$ cat config.mk
export PLATFORM = sky130hd
export DESIGN_NAME = fib_seq_gen_flat
export DESIGN_NICKNAME = d
export VERILOG_FILES = /design/src/rtl/fib_pkg.sv /design/src/rtl/fib_seq_gen_if.sv /design/src/rtl/fib_step.sv /design/src/rtl/fib_seq_gen.sv /design/src/flat_wrapper.sv
export SDC_FILE = /design/constraint.sdc
export NUM_CORES = 1
export LEC_CHECK = 0
export BUFFER_PORTS_ARGS = -buffer_cell sky130_fd_sc_hd__buf_2
export CORE_UTILIZATION = 55
export CTS_CLUSTER_DIAMETER = 40
export CTS_CLUSTER_SIZE = 24
export DETAILED_ROUTE_END_ITERATION = 10
export GPL_TIMING_DRIVEN = 0
export PLACE_DENSITY = 0.86
export SLEW_MARGIN = 0
export SYNTH_ARGS = -nofsm -noshare
export SYNTH_HDL_FRONTEND = slang
export SYNTH_SLANG_ARGS = --single-unit
$ cat constraint.sdc
create_clock -name clk -period 6.38 [get_ports clk]
set_input_delay 0.319 -clock clk [delete_from_list [all_inputs] [get_ports clk]]
set_output_delay 0.319 -clock clk [all_outputs]
set_load 0.01 [all_outputs]
$ cat src/rtl/fib_pkg.sv
// rtl/fib_pkg.sv - shared state encoding and default sizes for the Fibonacci sequence generator
package fib_pkg;

  typedef enum logic [1:0] {
    IDLE = 2'd0,
    RUN  = 2'd1,
    DONE = 2'd2
  } fib_state_t;

  localparam int FIB_WIDTH_DEF = 16;
  localparam int FIB_CNT_W_DEF = 8;

endpackage

$ cat src/rtl/fib_seq_gen_if.sv
// rtl/fib_seq_gen_if.sv - control and output-stream signal bundle of fib_seq_gen
interface fib_seq_gen_if
  import fib_pkg::*;
#(
  parameter int WIDTH = FIB_WIDTH_DEF,
  parameter int CNT_W = FIB_CNT_W_DEF
) ();

  logic             start;
  logic [WIDTH-1:0] seed0;
  logic [WIDTH-1:0] seed1;
  logic [CNT_W-1:0] num_terms;
  logic             out_valid;
  logic             out_ready;
  logic [WIDTH-1:0] out_data;
  logic             out_last;
  logic             busy;
  logic             done;
  logic             ovf;

  modport master (
    output start, seed0, seed1, num_terms, out_ready,
    input  out_valid, out_data, out_last, busy, done, ovf
  );

  modport slave (
    input  start, seed0, seed1, num_terms, out_ready,
    output out_valid, out_data, out_last, busy, done, ovf
  );

endinterface

$ cat src/rtl/fib_step.sv
// rtl/fib_step.sv - next-term adder with overflow flag; FIB_SAT_EN selects saturation instead of wrap
module fib_step #(
  parameter int WIDTH = 16
) (
  input  logic [WIDTH-1:0] a_i,
  input  logic [WIDTH-1:0] b_i,
  input  logic             a_ovf_i,
  input  logic             b_ovf_i,
  output logic [WIDTH-1:0] sum_o,
  output logic             ovf_o
);

  logic [WIDTH:0] sum_full;

  assign sum_full = {1'b0, a_i} + {1'b0, b_i};
  // An overflowed operand taints every later term, even if this add does not carry.
  assign ovf_o    = sum_full[WIDTH] | a_ovf_i | b_ovf_i;

`ifdef FIB_SAT_EN
  assign sum_o = ovf_o ? {WIDTH{1'b1}} : sum_full[WIDTH-1:0];
`else
  assign sum_o = sum_full[WIDTH-1:0];
`endif

endmodule

$ cat src/rtl/fib_seq_gen.sv
// rtl/fib_seq_gen.sv - streams a seeded Fibonacci sequence over valid/ready; FIB_SAT_EN (in fib_step) saturates terms
module fib_seq_gen
  import fib_pkg::*;
#(
  parameter int WIDTH = FIB_WIDTH_DEF,
  parameter int CNT_W = FIB_CNT_W_DEF
) (
  input  logic          clk,
  input  logic          rst_n,
  fib_seq_gen_if.slave  bus
);

  fib_state_t       state_q, state_d;
  logic [WIDTH-1:0] a_q, a_d;
  logic [WIDTH-1:0] b_q, b_d;
  logic             a_ovf_q, a_ovf_d;
  logic             b_ovf_q, b_ovf_d;
  logic [CNT_W-1:0] rem_q, rem_d;
  logic             ovf_q, ovf_d;

  logic [WIDTH-1:0] step_sum;
  logic             step_ovf;

  fib_step #(.WIDTH(WIDTH)) u_step (
    .a_i     (a_q),
    .b_i     (b_q),
    .a_ovf_i (a_ovf_q),
    .b_ovf_i (b_ovf_q),
    .sum_o   (step_sum),
    .ovf_o   (step_ovf)
  );

  always_ff @(posedge clk or negedge rst_n) begin
    if (!rst_n) begin
      state_q <= IDLE;
      a_q     <= '0;
      b_q     <= '0;
      a_ovf_q <= 1'b0;
      b_ovf_q <= 1'b0;
      rem_q   <= '0;
      ovf_q   <= 1'b0;
    end else begin
      state_q <= state_d;
      a_q     <= a_d;
      b_q     <= b_d;
      a_ovf_q <= a_ovf_d;
      b_ovf_q <= b_ovf_d;
      rem_q   <= rem_d;
      ovf_q   <= ovf_d;
    end
  end

  always_comb begin
    state_d = state_q;
    a_d     = a_q;
    b_d     = b_q;
    a_ovf_d = a_ovf_q;
    b_ovf_d = b_ovf_q;
    rem_d   = rem_q;
    ovf_d   = ovf_q;
    unique case (state_q)
      IDLE: begin
        if (bus.start) begin
          a_d     = bus.seed0;
          b_d     = bus.seed1;
          a_ovf_d = 1'b0;
          b_ovf_d = 1'b0;
          rem_d   = bus.num_terms;
          ovf_d   = 1'b0;
          state_d = (bus.num_terms != '0) ? RUN : DONE;
        end
      end
      RUN: begin
        if (bus.out_ready) begin
          // Shift the window forward; the sticky flag follows the term leaving on the bus.
          a_d     = b_q;
          a_ovf_d = b_ovf_q;
          b_d     = step_sum;
          b_ovf_d = step_ovf;
          rem_d   = rem_q - CNT_W'(1);
          ovf_d   = ovf_q | a_ovf_q;
          if (rem_q == CNT_W'(1)) begin
            state_d = DONE;
          end
        end
      end
      DONE: begin
        state_d = IDLE;
      end
      default: begin
        state_d = IDLE;
      end
    endcase
  end

  assign bus.out_valid = (state_q == RUN);
  assign bus.out_last  = (state_q == RUN) && (rem_q == CNT_W'(1));
  assign bus.out_data  = a_q;
  assign bus.busy      = (state_q != IDLE);
  assign bus.done      = (state_q == DONE);
  assign bus.ovf       = ovf_q;

endmodule

$ cat src/flat_wrapper.sv
// flat-port wrapper written by rule: the top's interface ports become plain ports
module fib_seq_gen_flat import fib_pkg::*;
#(
  parameter int WIDTH = FIB_WIDTH_DEF,
  parameter int CNT_W = FIB_CNT_W_DEF
)
  (clk, rst_n, bus_start, bus_seed0, bus_seed1, bus_num_terms, bus_out_ready, bus_out_valid, bus_out_data, bus_out_last, bus_busy, bus_done, bus_ovf);
  fib_seq_gen_if #(.WIDTH(WIDTH), .CNT_W(CNT_W)) bus_i ();
  input  logic clk;
  input  logic rst_n;
  input wire logic [$bits(bus_i.start)-1:0] bus_start;
  input wire logic [$bits(bus_i.seed0)-1:0] bus_seed0;
  input wire logic [$bits(bus_i.seed1)-1:0] bus_seed1;
  input wire logic [$bits(bus_i.num_terms)-1:0] bus_num_terms;
  input wire logic [$bits(bus_i.out_ready)-1:0] bus_out_ready;
  output wire logic [$bits(bus_i.out_valid)-1:0] bus_out_valid;
  output wire logic [$bits(bus_i.out_data)-1:0] bus_out_data;
  output wire logic [$bits(bus_i.out_last)-1:0] bus_out_last;
  output wire logic [$bits(bus_i.busy)-1:0] bus_busy;
  output wire logic [$bits(bus_i.done)-1:0] bus_done;
  output wire logic [$bits(bus_i.ovf)-1:0] bus_ovf;
  assign bus_i.start = bus_start;
  assign bus_i.seed0 = bus_seed0;
  assign bus_i.seed1 = bus_seed1;
  assign bus_i.num_terms = bus_num_terms;
  assign bus_i.out_ready = bus_out_ready;
  assign bus_out_valid = bus_i.out_valid;
  assign bus_out_data = bus_i.out_data;
  assign bus_out_last = bus_i.out_last;
  assign bus_busy = bus_i.busy;
  assign bus_done = bus_i.done;
  assign bus_ovf = bus_i.ovf;
  fib_seq_gen #(.WIDTH(WIDTH), .CNT_W(CNT_W)) u_core (.clk(clk), .rst_n(rst_n), .bus(bus_i));
endmodule
==> results of run 1 <==
-- registers in the layout (all words and copies together), names as in the netlist --
register	cells
u_core.b_ovf_q	1
u_core.state_q	2
u_core.bus.out_data	16
u_core.rem_q	8
u_core.a_ovf_q	1
u_core.b_q	16
u_core.bus.ovf	1
-- per-stage QoR --
stage               setup slack [ps]   util  hold WS, ps
global placement                4060  0.655          477
detailed placement              4040  0.655          489
floorplan                       4240      -         23.4
global route                    3810  0.672          267
finish                          3950  0.672          194
CTS                             4000  0.672          228
-- cell type report --
cell class | count | area, sq um
flip-flops and latches | 45 | 1130
repair buffers | 64 | 320
well taps | 70 | 87.6
plain buffers | 19 | 72.6
clock buffers | 7 | 86.3
multi-input cells | 291 | 1730
inverters | 9 | 33.8
fillers | 467 | 1690
-- layer usage --
| layer | up-vias | part of all wire |
|---|---|---|
| met1 | 1397 | 0.45 |
| met2 | 112 | 0.47 |
| met4 | 0 | 0.014 |
| li1 | 1444 | - |
| met3 | 11 | 0.063 |
| met5 | - | 0 |
-- power groups by stage --
| stage | Clock [mW] | Sequential [mW] | Combinational [mW] |
|---|---|---|---|
| finish | 0.183 | 0.556 | 1.41 |
| global placement | 0 | 0.551 | 1.34 |
| detailed placement | 0 | 0.559 | 1.39 |
| global route | 0.198 | 0.576 | 1.58 |
| CTS | 0.188 | 0.553 | 1.40 |
| floorplan | 0 | 0.557 | 1.04 |
-- worst max-delay path by stage --
| stage | end | slack, ps |
|---|---|---|
| finish | u_core.b_q[14]$_DFFE_PN0P_ | 3950 |
| CTS | u_core.b_q[14]$_DFFE_PN0P_ | 4000 |
| global route | u_core.b_q[14]$_DFFE_PN0P_ | 3810 |
| global placement | u_core.b_q[14]$_DFFE_PN0P_ | 4060 |
| floorplan | u_core.b_q[14]$_DFFE_PN0P_ | 4240 |
| detailed placement | u_core.b_q[14]$_DFFE_PN0P_ | 4040 |
-- logic make-up after synthesis --
group | after synthesis | synth area share
xor+xnor | 10 | 0.0296
flops | 45 | 0.381
mux | 2 | 0.00677
compound gates | 113 | 0.236
simple gates | 147 | 0.228
fa+ha+maj | 19 | 0.0829
buf+inv | 28 | 0.0359
-- synth_stat cells (2+ instances only) --
library cell	instances
nor4_1	4
nand3b_1	2
nand2_1	63
nand4_1	3
nand3_1	7
a211o_1	2
and2_1	2
clkbuf_1	18
a211oi_1	7
a31oi_1	18
nand2b_1	7
inv_1	8
ha_1	18
or4_1	3
o21ai_0	18
or3_1	6
a21oi_2	2
nor2_1	38
nor2b_1	3
mux2i_1	2
a21o_1	4
dfrtp_1	45
o22ai_1	10
a21oi_1	29
xnor2_1	6
nor3_1	3
o21ai_1	9
o211ai_1	4
xor2_1	4
-- cells in the final DEF, fill, tap and decap left out, types with 2 or more instances in the layout --
master / Yosys / final
buf_2: 1 / 65
nand2_1: 63 / 63
dfrtp_1: 45 / 45
nor2_1: 38 / 38
a21oi_1: 29 / 29
clkbuf_1: 18 / 19
a31oi_1: 18 / 18
o21ai_0: 18 / 18
ha_1: 18 / 18
o22ai_1: 10 / 10
o21ai_1: 9 / 9
inv_1: 8 / 8
nand2b_1: 7 / 7
nand3_1: 7 / 7
a211oi_1: 7 / 7
or3_1: 6 / 6
xnor2_1: 6 / 6
clkbuf_8: 0 / 6
nor4_1: 4 / 4
a21o_1: 4 / 4
o211ai_1: 4 / 4
xor2_1: 4 / 4
or4_1: 3 / 3
nor2b_1: 3 / 3
nand4_1: 3 / 3
nor3_1: 3 / 3
and2_1: 2 / 2
a21oi_2: 2 / 2
mux2i_1: 2 / 2
a211o_1: 2 / 2
nand3b_1: 2 / 2
==> flow_summary.toml, run 1 <==
[cts]
clk_latency_ps = 300
cts_resized = 0
numCtsBuffers = 5
postCtsSetupBuffers = 0
cts_hold_buffers = 0
cts.path.max_buffers = 2
root_buffer = "clkbuf_8"
cts_sinks = 45
ctsHtreeMaxLevel = 2
path_clk_slew_ps = 80
cts_tree = "done"

[logic_synthesis]
syn_inst = 364
synth-main-ff-cell = "dfrtp_1"
yosysTopAreaCellShare = 0.381
synth.distinct_cells = 48
synth-seq-cells = 45
synth_edf_count = 0
netlist_area_sq_um = 2960
synth_top_area_cell = "dfrtp_1"
synthTopCellsByArea = "dfrtp_1 (38%), nand2_1 (8.0%), ha_1 (7.6%), a21oi_1 (4.9%), nor2_1 (4.8%)"
async_flop_share = 1.00
syn-num-nets = 427
ys_seq_area_frac = 0.381
synth_warnings = 0
avgSynthCellArea_sq_um = 8.13

[pwr]
power.density_nw_per_um2 = 622
netSwitchingFraction = 0.483
p_int_mw = 1.11
total_power_mw = 2.15
seqPwrFrac = 0.259
power.net_switching_mw = 1.04
p_leak_nw = 1.55
clkPwrFrac = 0.085
vdd_drop_max_mv = 0.294
combPwrFrac = 0.656

[floorplanning]
die-area_sq_um = 5680
ioPinCount = 65
fp-row-count = 26
die_h_microns = 75.4
core_area_sq_um = 5140
die-width_microns = 75.4
start_util = 0.576

[place]
io_buffer_count = 64
placed_cells = 498
gp_congestion = 0.903
dpl_cell_area_sq_um = 3370
place_hpwl_mm = 5.78

[global_route]
grt_pass1_vias = 2645
antenna_found_initial = 0
grt_max_degree = 46
busiest_layer = "met2"
grt_usage = 0.297
grtUsageMet3 = 0.0542
grt_pass1_wl_mm = 12.5
grt_overflow = 0
grtUsageMet2 = 0.484
grt_use_met1 = 0.402

[cells_and_area]
drive_above_1_share = 0.182
areaGrowthSynthToFinish_pct = 16.7
final_area_sq_um = 3450
nets = 498
final_cells = 505
antenna_cells = 0

[detailed_routing]
route.detailed.drc = 0
routed_wl_mm = 8.02
wl_per_cell_microns = 15.9
vias = 2964
dr.pass1.iters = 5
drtAntennaViolNets = 0
drtIter0Drc = 290
viasPerCell = 5.87

[critical_path]
r2r_slack_ps = 3950
cp_cell_sequence = "ha_1 -> inv_1 -> fa_1 -> nand2b_1 -> a21oi_1 -> o32a_1 -> o21ai_1 -> or4_1 -> nand3_1"
crit_slowest_cell = "or4_1"
crit_start = "u_core.bus.out_data[0]$_DFFE_PN0P_"
path_max_fanout = 3
path_buf_inv = 1
arrival_ps = 2670
crit_family = "simple AND/OR/NAND/NOR gates"
r2r-end = "u_core.b_q[14]$_DFFE_PN0P_"
cp-start-kind = "register"
worstSetupPathType = "register to register"
cp-end-kind = "register"
r2r_cells = 9
cp_num_cells = 9
slowest_delay_ps = 420
rr_startpoint = "u_core.bus.out_data[0]$_DFFE_PN0P_"
critPathRequiredTime_ps = 6620

[sta]
finClkSkew_ps = 6.71
max_slew.worst_pin.slew_ps = 1030
fmax_ghz = 0.411
finalCriticalPeriod_ps = 2430
tns_ps = 0
maxSlewHeadroom = 0.311
slew_violations = 0
rsz0062_at_grt = "false"
min_period_over_period = 0.381
setup_viol = 0
hold_viol = 0

[hold_path]
hold_path_class = "input pin to asynchronous set/reset pin"

[outcome]
status = "finished, final reports clean"

[flow_run]
cap_viol_max_count = 0
(Power assumes the default switching activity.)
==> run 2, diff against run 1 <==
--- a/config.mk
+++ b/config.mk
@@ -5,13 +5,14 @@
 export SDC_FILE = /design/constraint.sdc
 export NUM_CORES = 1
 export LEC_CHECK = 0
+export ABC_AREA = 1
 export BUFFER_PORTS_ARGS = -buffer_cell sky130_fd_sc_hd__buf_2
-export CORE_UTILIZATION = 55
+export CORE_UTILIZATION = 50
 export CTS_CLUSTER_DIAMETER = 40
 export CTS_CLUSTER_SIZE = 24
 export DETAILED_ROUTE_END_ITERATION = 10
 export GPL_TIMING_DRIVEN = 0
-export PLACE_DENSITY = 0.86
+export PLACE_DENSITY = 0.81
 export SLEW_MARGIN = 0
 export SYNTH_ARGS = -nofsm -noshare
 export SYNTH_HDL_FRONTEND = slang
==> constraint.sdc (replaced) <==
create_clock -name clk -period 2.15 [get_ports clk]
set_input_delay 0.1075 -clock clk [delete_from_list [all_inputs] [get_ports clk]]
set_output_delay 0.1075 -clock clk [all_outputs]
set_load 0.01 [all_outputs]
==> run 2 against run 1 <==
  * The flow now finishes with violations (negative hold slack)
  * Sequential power increased to 2.9 times the previous value
  * Final cell count rose by 28%
  * Clock power rose to 3.7 times the previous value
  * Maximum frequency is 24% higher
  * Synthesized cell count up 36%
  * Sequential share of layout area shrank 3.0 points
  * Global-route usage decreased by 1.8 points
  * Flip-flop and latch count did not move
  * Count of clock-buffer cells in the layout did not move
  * Critical path depth grew 3
  * Largest cell class unchanged
==> flow_summary.toml, run 2 <==
[place]
place_hpwl_mm = 6.50
io_buffer_count = 64
dpl_worst_slack_ps = 197
gp_congestion = 0.941
dpl_cell_area_sq_um = 3680
placed_cells = 635

[cells_and_area]
n_fill_cell = 629
multi_input_area_sq_um = 1760
utilization = 0.602
layout_commonest_cell = "nand2_1"
seq_area_sq_um = 1130
drive_above_1_share = 0.169
areaGrowthSynthToFinish_pct = 16.6
nets = 629
final_area_sq_um = 3800
final_cells = 644
antenna_cells = 0
layout_common_cells = "nand2_1 (172), buf_2 (73), inv_1 (68)"

[global_route]
grt_pass1_wl_mm = 14.2
grt_pass1_vias = 3082
grt_max_degree = 46
grt_overflow = 0
grt_usage = 0.279
antenna_found_initial = 0

[detailed_routing]
routed_wl_mm = 8.79
wl_per_cell_microns = 13.6
route.detailed.drc = 0
vias = 3372
viasPerCell = 5.24
drtAntennaViolNets = 0
drtIter0Drc = 266
dr.pass1.iters = 8

[logic_synthesis]
ys_seq_area_frac = 0.345
synth.distinct_cells = 31
synth_warnings = 0
synth_edf_count = 0
netlist_area_sq_um = 3260
synth-seq-cells = 45
syn_inst = 494
synth_most_common_cell = "nand2_1"
synthTopCellsByArea = "dfrtp_1 (35%), nand2_1 (20%), inv_1 (7.8%), ha_1 (6.9%), nor2_1 (6.6%)"
avgSynthCellArea_sq_um = 6.60
synth_top_area_cell = "dfrtp_1"
synth_common_cells = "nand2_1 (172), inv_1 (68), nor2_1 (57)"
syn-num-nets = 557
yosysTopAreaCellShare = 0.345
synth-main-ff-cell = "dfrtp_1"
async_flop_share = 1.00

[hold_path]
hold_path_class = "input pin to asynchronous set/reset pin"

[cts]
clk_latency_ps = 300
ctsHtreeMaxLevel = 2
path_clk_slew_ps = 90
cts_hold_buffers = 0
cts_tree = "done"
cts_sinks = 45
numCtsBuffers = 5
root_buffer = "clkbuf_8"
cts.path.max_buffers = 2

[critical_path]
r2r_slack_ps = 190
critPathRequiredTime_ps = 2380
r2r_cells = 12
path_max_fanout = 3
cp-start-kind = "register"
cp-end-kind = "register"
r2r-end = "u_core.b_ovf_q$_DFFE_PN0P_"
rr_startpoint = "u_core.b_q[0]$_DFFE_PN0P_"
worstSetupPathType = "register to register"
arrival_ps = 2190

[sta]
fmax_ghz = 0.510
maxSlewHeadroom = 0.297
finClkSkew_ps = 4.97
min_period_over_period = 0.913
setup_viol = 0
fin_ws_ps = 188
tns_ps = 0
max_slew.worst_pin.slew_ps = 1060
finalCriticalPeriod_ps = 1960
hold_slack_ps = -8.32
rsz0062_at_grt = "false"
slew_violations = 0
hold_viol = 17

[outcome]
violations = "negative hold slack"
status = "finished, violations left"

[floorplanning]
core_area_sq_um = 6310
die_h_microns = 82.8
die-area_sq_um = 6850
fp-row-count = 29
start_util = 0.516
ioPinCount = 65
die-width_microns = 82.8

[flow_run]
cap_viol_max_count = 0

[pwr]
p_leak_nw = 2.15
vdd_drop_max_mv = 0.855
power.density_nw_per_um2 = 1930
total_power_mw = 7.33
==> run 2: worst max path at each step <==
stage | slack [ps] | from | cells after the start | endpoint
after CTS | 90 | u_core.state_q[0]$_DFFE_PN0P_ | 6 | bus_out_last
after global placement | 250 | u_core.bus.out_data[0]$_DFFE_PN0P_ | 12 | u_core.b_ovf_q$_DFFE_PN0P_
after detailed placement | 200 | u_core.bus.out_data[0]$_DFFE_PN0P_ | 12 | u_core.b_ovf_q$_DFFE_PN0P_
after global routing | 20 | u_core.b_q[0]$_DFFE_PN0P_ | 12 | u_core.b_ovf_q$_DFFE_PN0P_
after floorplan | 430 | u_core.bus.out_data[0]$_DFFE_PN0P_ | 11 | u_core.b_q[8]$_DFFE_PN0P_
final | 190 | u_core.b_q[0]$_DFFE_PN0P_ | 12 | u_core.b_ovf_q$_DFFE_PN0P_
==> run 2: cell type report <==
cell class,instances,area share
timing repair buffer,65,0.0862
tap,77,0.0253
multi-input combinational,360,0.463
clock buffer,7,0.0227
clock inverter,1,0.00790
sequential,45,0.296
buffer,17,0.0280
inverter,72,0.0711
==> run 2: power breakdown <==
part           leakage [nW]  switching, mW  total (mW)  internal [mW]
Sequential            0.527          0.320        1.62           1.30
Combinational          1.56           3.21        5.02           1.81
Clock                0.0585          0.306       0.686          0.380
Total                  2.15           3.83        7.33           3.49
==> run 2: timing repair <==
item,in CTS,in global routing
gates resized for setup,0,2
setup endpoints to repair,0,2
buffers inserted,0,1
==> run 2: routing by layer <==
| metal | share of wire | vias up | track usage |
|---|---|---|---|
| li1 | - | 1699 | - |
| met1 | 0.45 | 1511 | 0.356 |
| met2 | 0.46 | 145 | 0.472 |
| met3 | 0.069 | 17 | 0.0473 |
| met4 | 0.024 | 0 | 0.102 |
| met5 | 0 | - | 0 |
==> run 2: critical path: stages, from the launching register on <==
cell,delay (ps)
dfrtp_1,380
ha_1,190
inv_1,60
fa_1,370
inv_1,110
nand3_1,80
nand3_1,150
nand2_1,100
nand2_1,110
nand2_1,90
nand3_1,70
nand2_1,60
a21oi_1,130
==> run 2: kinds of logic (layout without fill, tap and decap cells) <==
| family | count (synthesis) | in the layout | share of synthesized area |
|---|---|---|---|
| AND/OR/NAND/NOR | 273 | 273 | 0.336 |
| buffers and inverters | 89 | 162 | 0.115 |
| AO/OA/AOI/OAI | 63 | 63 | 0.115 |
| flip-flops | 45 | 45 | 0.345 |
| adder cells (fa/ha/maj) | 19 | 19 | 0.0752 |
| XOR/XNOR | 5 | 5 | 0.0134 |
==> run 3, diff against run 2 <==
--- a/config.mk
+++ b/config.mk
@@ -7,6 +7,7 @@
 export LEC_CHECK = 0
 export ABC_AREA = 1
 export BUFFER_PORTS_ARGS = -buffer_cell sky130_fd_sc_hd__buf_2
+export CORE_ASPECT_RATIO = 0.7
 export CORE_UTILIZATION = 50
 export CTS_CLUSTER_DIAMETER = 40
 export CTS_CLUSTER_SIZE = 24
==> run 3 against run 2 <==
  * The run ends with design-rule violations, negative hold slack left
  * Critical path type is now register to output pin
  * Combinational power about the same
  * Register-to-register slack barely moved
  * Via count fell by 0.50%
  * Die area about the same
  * Maximum frequency fell by 2.6%
  * Count of clock-buffer cells in the layout unchanged
==> flow_summary.toml, run 3 (synthesis results as in run 2) <==
[outcome]
status = "finished, violations left"
violations = "design-rule violations, negative hold slack"

[detailed_routing]
route.detailed.drc = 5
routed_wl_mm = 8.81
drtIter0Drc = 225
wl_per_cell_microns = 13.7
drtAntennaViolNets = 0
dr.pass1.iters = 10
vias = 3355
viasPerCell = 5.21

[cells_and_area]
multi_input_area_sq_um = 1760
antenna_cells = 0
layout_commonest_cell = "nand2_1"
seq_area_sq_um = 1130
layout_common_cells = "nand2_1 (172), buf_2 (73), inv_1 (68)"
areaGrowthSynthToFinish_pct = 16.4
nets = 628
final_area_sq_um = 3790
n_fill_cell = 596
drive_above_1_share = 0.166

[hold_path]
hold_path_class = "input pin to asynchronous set/reset pin"

[cts]
ctsHtreeMaxLevel = 2
cts.path.max_buffers = 2
numCtsBuffers = 5
postCtsSetupBuffers = 0
root_buffer = "clkbuf_8"
cts_sinks = 45
cts_tree = "done"
path_clk_slew_ps = 90
cts_resized = 0
cts_hold_buffers = 0
clk_latency_ps = 300

[pwr]
p_leak_nw = 2.14
vdd_drop_max_mv = 0.684
power.density_nw_per_um2 = 1930

[place]
place_hpwl_mm = 6.71
io_buffer_count = 64
dpl_cell_area_sq_um = 3680
gp_congestion = 0.927

[sta]
min_period_over_period = 0.937
maxSlewHeadroom = 0.321
fmax_ghz = 0.497
tns_ps = 0
hold_viol = 21
hold_slack_ps = -30.6
setup_viol = 0
slew_violations = 0
max_slew.worst_pin.slew_ps = 1020
finClkSkew_ps = 12.9
rsz0062_at_grt = "false"
finalCriticalPeriod_ps = 2010

[global_route]
grt_max_degree = 46
antenna_found_initial = 0
grt_pass1_vias = 3188
grt_overflow = 0
grt_pass1_wl_mm = 14.9
grt_usage = 0.276

[critical_path]
critPathRequiredTime_ps = 2040
path_max_fanout = 10
cp-start-kind = "register"
arrival_ps = 1910
worstSetupPathType = "register to output pin"
cp-end-kind = "output pin"

[flow_run]
cap_viol_max_count = 0

[floorplanning]
die-width_microns = 98.5
die-area_sq_um = 6850
die_h_microns = 69.6
ioPinCount = 65
fp-row-count = 24
core_area_sq_um = 6280
start_util = 0.520
run 3: cell types whose count changed in the layout (fill, tap and decap cells not counted), sizes merged:
cell / previous run / this run
buf: 79 / 78
run 3: final timing paths:
check / startpoint / slack, ps / cells past startpoint / end
worst max-delay path: u_core.state_q[0]$_DFFE_PN0P_ / 140 / 6 / bus_out_last
worst min register to register: u_core.b_ovf_q$_DFFE_PN0P_ / 520 / 2 / u_core.a_ovf_q$_DFFE_PN0P_
min in group clk: bus_seed0[5] / 50 / 3 / u_core.bus.out_data[5]$_DFFE_PN0P_
max in group asynchronous: rst_n / 1530 / 1 / u_core.bus.out_data[15]$_DFFE_PN0P_
worst min-delay path: rst_n / -30 / 1 / u_core.bus.out_data[4]$_DFFE_PN0P_
worst max register to register: u_core.b_q[0]$_DFFE_PN0P_ / 190 / 11 / u_core.b_q[8]$_DFFE_PN0P_
run 3: final cells by class:
cell class | count | area share
multi-input combinational | 360 | 0.464
sequential | 45 | 0.297
timing repair buffer | 64 | 0.0844
inverter | 72 | 0.0712
buffer | 17 | 0.0277
tap | 78 | 0.0257
clock buffer | 7 | 0.0227
clock inverter | 1 | 0.00791
run 3: power breakdown:
group | internal (mW) | switching [mW]
logic | 1.80 | 3.22
registers | 1.30 | 0.330
clock network | 0.379 | 0.295
total | 3.48 | 3.85
run 3: per-stage QoR:
step | hold slack (ps) | total power [mW] | utilization | cells | setup WS, ps
after floorplan | -188 | 5.29 | - | 494 | 430
after global placement | 335 | 6.40 | 0.586 | 636 | 327
after detailed placement | 332 | 6.58 | 0.586 | 636 | 256
after CTS | 10.6 | 7.28 | 0.605 | 644 | 140
after global routing | 53.1 | 8.17 | 0.605 | 644 | 34.1
final | -30.6 | 7.33 | 0.605 | 644 | 136
run 3: metal layers:
metal  track usage  vias to the layer above  share of wire
li1              -                     1700              -
met1         0.398                     1503           0.47
met2         0.427                      140           0.43
met3        0.0514                       12          0.088
met4        0.0713                        0          0.015
met5             0                        -              0
run 3: critical path, cell delays in order, from the launching register on:
cell and delay (ps):
dfrtp_1 390, buf_4 190, nand2_2 90, buf_4 180, clkbuf_1 500, nor2_1 100
buf_2 160
